--- src/rtl/sadd_seq_pkg.sv ---
// Purpose : shared types and default sizing for the sequential signed-add reducer.
// Latency : n/a (package only).
// Backpressure: n/a (package only).
package sadd_seq_pkg;

    typedef enum logic [1:0] {
        IDLE  = 2'd0,
        ACCUM = 2'd1,
        DONE  = 2'd2
    } state_t;

    localparam int DEF_NUM_OPS = 16;
    localparam int DEF_IN_W    = 8;
    localparam int DEF_OUT_W   = 32;
    localparam int DEF_IDX_W   = $clog2(DEF_NUM_OPS);

endpackage

--- src/rtl/sadd_seq_ctrl_sadd.sv ---
// Purpose : two-input signed adder; the single adder shared by the reducer.
// Latency : combinational, zero cycles.
// Backpressure: none; pure datapath.
//
// Ports: a, b - W-bit two's-complement addends; sum - a + b, wrapping modulo 2^W.
module sadd #(
    parameter int W = 32
) (
    input  logic [W-1:0] a,
    input  logic [W-1:0] b,
    output logic [W-1:0] sum
);

    // Two's-complement wrap is the intended overflow behaviour.
    assign sum = a + b;

endmodule

--- src/rtl/sadd_seq_ctrl.sv ---
// Purpose : reduces up to NUM_OPS masked signed operands to one sum with one shared adder.
// Latency : NUM_OPS+1 cycles from the start edge to the done pulse, independent of the mask.
// Backpressure: none; start is ignored (not queued) while busy, result holds until next done.
//
// Ports:
//   clk, rst   - clock and synchronous active-high reset (aborts any run, clears result)
//   start      - begin a reduction; sampled only while idle
//   op_mask    - bit i includes operand i in the sum
//   ops        - packed operands, operand i at ops[i*IN_W +: IN_W]
//   busy       - high while accumulating and during the done cycle
//   done       - one-cycle pulse, final_sum valid in that cycle
//   final_sum  - signed result, held until the next done ('final' is a reserved word)
//   sel        - operand index being processed while accumulating, 0 otherwise
module sadd_seq_ctrl
    import sadd_seq_pkg::*;
#(
    parameter int NUM_OPS = DEF_NUM_OPS,
    parameter int IN_W    = DEF_IN_W,
    parameter int OUT_W   = DEF_OUT_W,
    parameter int IDX_W   = $clog2(NUM_OPS)
) (
    input  logic                    clk,
    input  logic                    rst,
    input  logic                    start,
    input  logic [NUM_OPS-1:0]      op_mask,
    input  logic [NUM_OPS*IN_W-1:0] ops,
    output logic                    busy,
    output logic                    done,
    output logic [OUT_W-1:0]        final_sum,
    output logic [IDX_W-1:0]        sel
);

    localparam logic [IDX_W-1:0] LAST_IDX = IDX_W'(NUM_OPS - 1);

    state_t                    state;
    logic [OUT_W-1:0]          acc;
    logic [IDX_W-1:0]          idx;
    logic [NUM_OPS-1:0]        mask_q;
    logic [NUM_OPS*IN_W-1:0]   ops_q;

    logic [IN_W-1:0]           op_cur;
    logic [OUT_W-1:0]          op_ext;
    logic [OUT_W-1:0]          add_sum;

    // Operand mux works from the snapshot so inputs may change mid-run.
    assign op_cur = ops_q[idx*IN_W +: IN_W];
    assign op_ext = {{(OUT_W-IN_W){op_cur[IN_W-1]}}, op_cur};

    sadd #(
        .W (OUT_W)
    ) u_sadd (
        .a   (acc),
        .b   (op_ext),
        .sum (add_sum)
    );

    // idx is forced back to 0 whenever the run ends, so gating with the
    // state only matters for clarity of the debug view.
    assign sel = (state == ACCUM) ? idx : '0;

    always_ff @(posedge clk) begin
        if (rst) begin
            state     <= IDLE;
            acc       <= '0;
            idx       <= '0;
            mask_q    <= '0;
            ops_q     <= '0;
            busy      <= 1'b0;
            done      <= 1'b0;
            final_sum <= '0;
        end else begin
            case (state)
                IDLE: begin
                    done <= 1'b0;
                    if (start) begin
                        mask_q <= op_mask;
                        ops_q  <= ops;
                        acc    <= '0;
                        idx    <= '0;
                        busy   <= 1'b1;
                        state  <= ACCUM;
                    end
                end

                ACCUM: begin
                    if (mask_q[idx]) begin
                        acc <= add_sum;
                    end
                    if (idx == LAST_IDX) begin
                        // Result must include the last term, which acc has not absorbed yet.
                        final_sum <= mask_q[idx] ? add_sum : acc;
                        idx       <= '0;
                        done      <= 1'b1;
                        state     <= DONE;
                    end else begin
                        idx <= idx + IDX_W'(1);
                    end
                end

                DONE: begin
                    done  <= 1'b0;
                    busy  <= 1'b0;
                    state <= IDLE;
                end

                default: begin
                    done  <= 1'b0;
                    busy  <= 1'b0;
                    state <= IDLE;
                end
            endcase
        end
    end

endmodule

--- config.mk ---
export PLATFORM = sky130hd
export DESIGN_NAME = sadd_seq_ctrl
export DESIGN_NICKNAME = d
export VERILOG_FILES = /design/src/rtl/sadd_seq_pkg.sv /design/src/rtl/sadd_seq_ctrl_sadd.sv /design/src/rtl/sadd_seq_ctrl.sv
export SDC_FILE = /design/constraint.sdc
export NUM_CORES = 1
export LEC_CHECK = 0
export ABC_AREA = 1
export BUFFER_PORTS_ARGS = -buffer_cell sky130_fd_sc_hd__clkbuf_2
export CORE_MARGIN = 4
export CORE_UTILIZATION = 46
export DETAILED_ROUTE_END_ITERATION = 8
export PLACE_DENSITY = 0.63
export SLEW_MARGIN = 20
export SYNTH_ARGS = -nofsm -noshare
export SYNTH_HDL_FRONTEND = slang
export SYNTH_SLANG_ARGS = --single-unit
--- constraint.sdc ---
create_clock -name clk -period 4.8 [get_ports clk]
set_clock_uncertainty 0.1 [all_clocks]
set_input_delay 0.48 -clock clk [delete_from_list [all_inputs] [get_ports clk]]
set_output_delay 0.48 -clock clk [all_outputs]
set_load 0.03 [all_outputs]
==> impl_metrics.tcl <==
set metrics [dict create \
    pwr_density_cell_nw_per_um2 363.6 \
    grtUsageTotal_pct 25.47 \
    synthesized_area_um2 11200 \
    synth_nets 1906 \
    hold_removal_path_class "primary input to register" \
    row_count 56 \
    die_h_um 164.0 \
    globalRoute.busiestLayer "met2" \
    setup.worst_path.class "register to register" \
    timing.critical_path.fanout_max 53 \
    postLayoutCellArea_um2 13130 \
    arrival_time_at_the_worst_endpoint_ps 4090 \
    antenna_found_initial 0 \
    timing.final.max_slew_violations 0 \
    dr.first_iter.drc_count 987 \
    wl_um 34770 \
    setup_viol 0 \
    cts.hold.buffers_added 0 \
    boundaryPins 185 \
    vias_per_cell 5.226 \
    wl_per_cell_um 15.84 \
    initial_utilization_pct 47.29 \
    first_pass_iters 7 \
    internal_power_mw 3.396 \
    numCtsBuffers 25 \
    synth.yosys.warnings 0 \
    final_layout_size_suffix_gt1_share_pct 13.59 \
    cts_root_buffer "sky130_fd_sc_hd__clkbuf_16" \
    cts.repair_timing.setup_buffer_count 0 \
    place_congestion 0.9263 \
    global_route.usage.met2_pct 41.32 \
    outcome "finished, final reports clean" \
    period_needed_ps 3767 \
    critPathLaunchType "register" \
    cellLeakagePower_nw 6.425 \
    dp_hpwl_um 24630 \
    n_antenna_cell 0 \
    worstPathRequired_ps 5120 \
    synthToLayoutAreaGrowth_pct 17.25 \
    drt_drc_violations_left 0 \
    cts_sinks 216 \
    synth_enable_flop_cells 0 \
    crit_slowest_cell "sky130_fd_sc_hd__buf_4" \
    clk_pin_slew_worst_paths_ps 60 \
    max_freq_ghz 0.2655 \
    htree_num_levels 1 \
    post_cts_sizing_count 0 \
    cts_tree "built" \
    setup-tns-final_ps 0 \
    post_synth_main_area_contributors "sky130_fd_sc_hd__dfxtp_1 (39%), sky130_fd_sc_hd__nor2_1 (14%), sky130_fd_sc_hd__nand2_1 (11%), sky130_fd_sc_hd__o21ai_0 (11%), sky130_fd_sc_hd__inv_1 (4.5%)" \
    syn_avg_cell_area_um2 6.489 \
    switching_power_total_mw 1.379 \
    largest_area_contributor_in_the_netlist "sky130_fd_sc_hd__dfxtp_1" \
    ant_nets 0 \
    layout.cells.most_common_list "sky130_fd_sc_hd__nor2_1 (404), sky130_fd_sc_hd__nand2_1 (338), sky130_fd_sc_hd__o21ai_0 (242)" \
    power.share.clock_pct 42.7 \
    max_buffers_root_to_sink 3 \
    vias 11470 \
    mostFrequentLayoutCell "sky130_fd_sc_hd__nor2_1" \
    grt_first_pass_wirelength_um 55900 \
    synthCells 1726 \
    fin_crit_sh_pct 78.48 \
    grt_util_met1_pct 35.97 \
    cp_slowest_stage_delay_ps 530 \
    placement.io_buffers 184 \
    synth_ff_type "sky130_fd_sc_hd__dfxtp_1" \
    power_frac_seq_pct 41.3 \
    placeableCoreArea_um2 23680 \
    groute.layer.met3.usage_pct 3.312 \
    crit_top_cell "sky130_fd_sc_hd__o21ai_0" \
    critical_path.endpoint_type "register" \
    grt_max_degree 119 \
    filler_cell_count 2420 \
    clock_insertion_delay_worst_skew_ps 540 \
    synth_cell_types 32 \
    layout.cells.non_filler 2195 \
    fp.dieArea_um2 26910 \
    combPwrFrac_pct 16.0 \
    design.final.nets 2037 \
    cap_viol_max_count 0 \
    synthArstFlopShare_pct 0 \
    report.final.hold_viol_count 0 \
    vias_in_the_first_global_route 10780 \
    tightestPinTransition_ps 1034 \
    cell_by_cell_trace_of_the_critical_path "inv_2, buf_4, o21ai_0, o221ai_1, o211ai_1, nand2_1, ha_1, a21oi_1, o21bai_1, nand2b_1, xor2_1, nand2_1, o21ai_0, o21ai_0, inv_1" \
    die_w_um 164.0 \
    overflow 0 \
    yosysTopAreaCellShare_pct 38.61 \
    power.switching_fraction_pct 28.88 \
    ys_seq_elements 216 \
    dp.cells 2149 \
    placement.cell_area_um2 12250 \
    relative_slew_slack_pct 31.10 \
    vdd_drop_max_mv 0.2816 \
    rsz_0062_raised_after_global_routing "no" \
    seq_area_frac_synth_pct 38.61 \
]
==> cells in the mapped netlist (8+ instances only) <==
cell type / instances
sky130_fd_sc_hd__a21oi_1: 72
sky130_fd_sc_hd__buf_2: 17
sky130_fd_sc_hd__clkbuf_1: 77
sky130_fd_sc_hd__dfxtp_1: 216
sky130_fd_sc_hd__ha_1: 32
sky130_fd_sc_hd__inv_1: 134
sky130_fd_sc_hd__nand2_1: 338
sky130_fd_sc_hd__nand3_1: 97
sky130_fd_sc_hd__nor2_1: 405
sky130_fd_sc_hd__o211ai_1: 11
sky130_fd_sc_hd__o21ai_0: 242
sky130_fd_sc_hd__o21bai_1: 8
sky130_fd_sc_hd__o221ai_1: 20
sky130_fd_sc_hd__o22ai_1: 13
sky130_fd_sc_hd__xor2_1: 8
==> logic make-up (layout without fill, tap and decap cells) <==
kind of cell	Yosys count	after routing	share of synthesized area, %
AND/OR/NAND/NOR	855	855	30.20
AO/OA/AOI/OAI	372	372	18.02
buffers and inverters	237	387	8.401
flip-flops	216	216	38.61
adder cells (fa/ha/maj)	33	33	3.754
XOR/XNOR	13	13	1.017
==> critical path: cells and delay by family, from the launching register on <==
family / cells / cell delay [ps]
AO/OA/AOI/OAI: 7 / 1320
XOR/XNOR: 1 / 190
adder cells (fa/ha/maj): 1 / 280
buffers and inverters: 3 / 890
flip-flops: 1 / 400
AND/OR/NAND/NOR: 3 / 450
==> path summary, 6_finish.rpt <==
check                           slack [ps]  cells past startpoint        from           end
worst max-delay path                  1030                     15      idx[0]  final_sum[8]
worst min-delay path                    60                      3  op_mask[0]     mask_q[0]
worst max register to register        1030                     15      idx[0]  final_sum[8]
worst min register to register         350                      2   ops_q[87]     ops_q[87]
==> stage by stage <==
stage / utilization (%) / total power, mW / hold slack [ps] / worst slack, ps
after floorplan: - / 2.531 / 324.4 / 1740
after global placement: 51.73 / 2.765 / 343.2 / 1141
after detailed placement: 51.73 / 2.770 / 347.6 / 1071
after CTS: 55.45 / 4.803 / 44.24 / 1066
after global routing: 55.45 / 4.996 / 53.68 / 593.0
final: 55.45 / 4.775 / 58.24 / 1033
==> power by group through the flow <==
stage | Sequential, mW | Clock (mW) | Combinational (mW)
after floorplan | 1.99 | 0 | 0.545
after global placement | 2.01 | 0 | 0.756
after detailed placement | 2.01 | 0 | 0.761
after CTS | 1.97 | 2.07 | 0.765
after global routing | 1.98 | 2.14 | 0.876
final | 1.97 | 2.04 | 0.765
==> final cells by class <==
class,count,area [um2],share of cell area [%]
Clock buffer,31,678.2,5.164
Clock inverter,15,201.4,1.534
Inverter,138,521.8,3.973
Multi-Input combinational cell,1273,5942,45.25
Sequential cell,216,4325,32.94
Tap cell,319,399.1,3.040
Timing Repair Buffer,203,1064,8.099
==> state kept, by name (all words and copies together), names as in the netlist <==
signal	count
final_sum	32
done	1
ops_q	128
state	2
busy	1
acc	32
idx	4
mask_q	16
==> per-layer routing <==
layer	vias to the layer above	wire length (um)
li1	5852	-
met1	5256	16320
met2	304	15850
met3	58	1672
met4	0	918
met5	-	0
(Power assumes the default switching activity.)
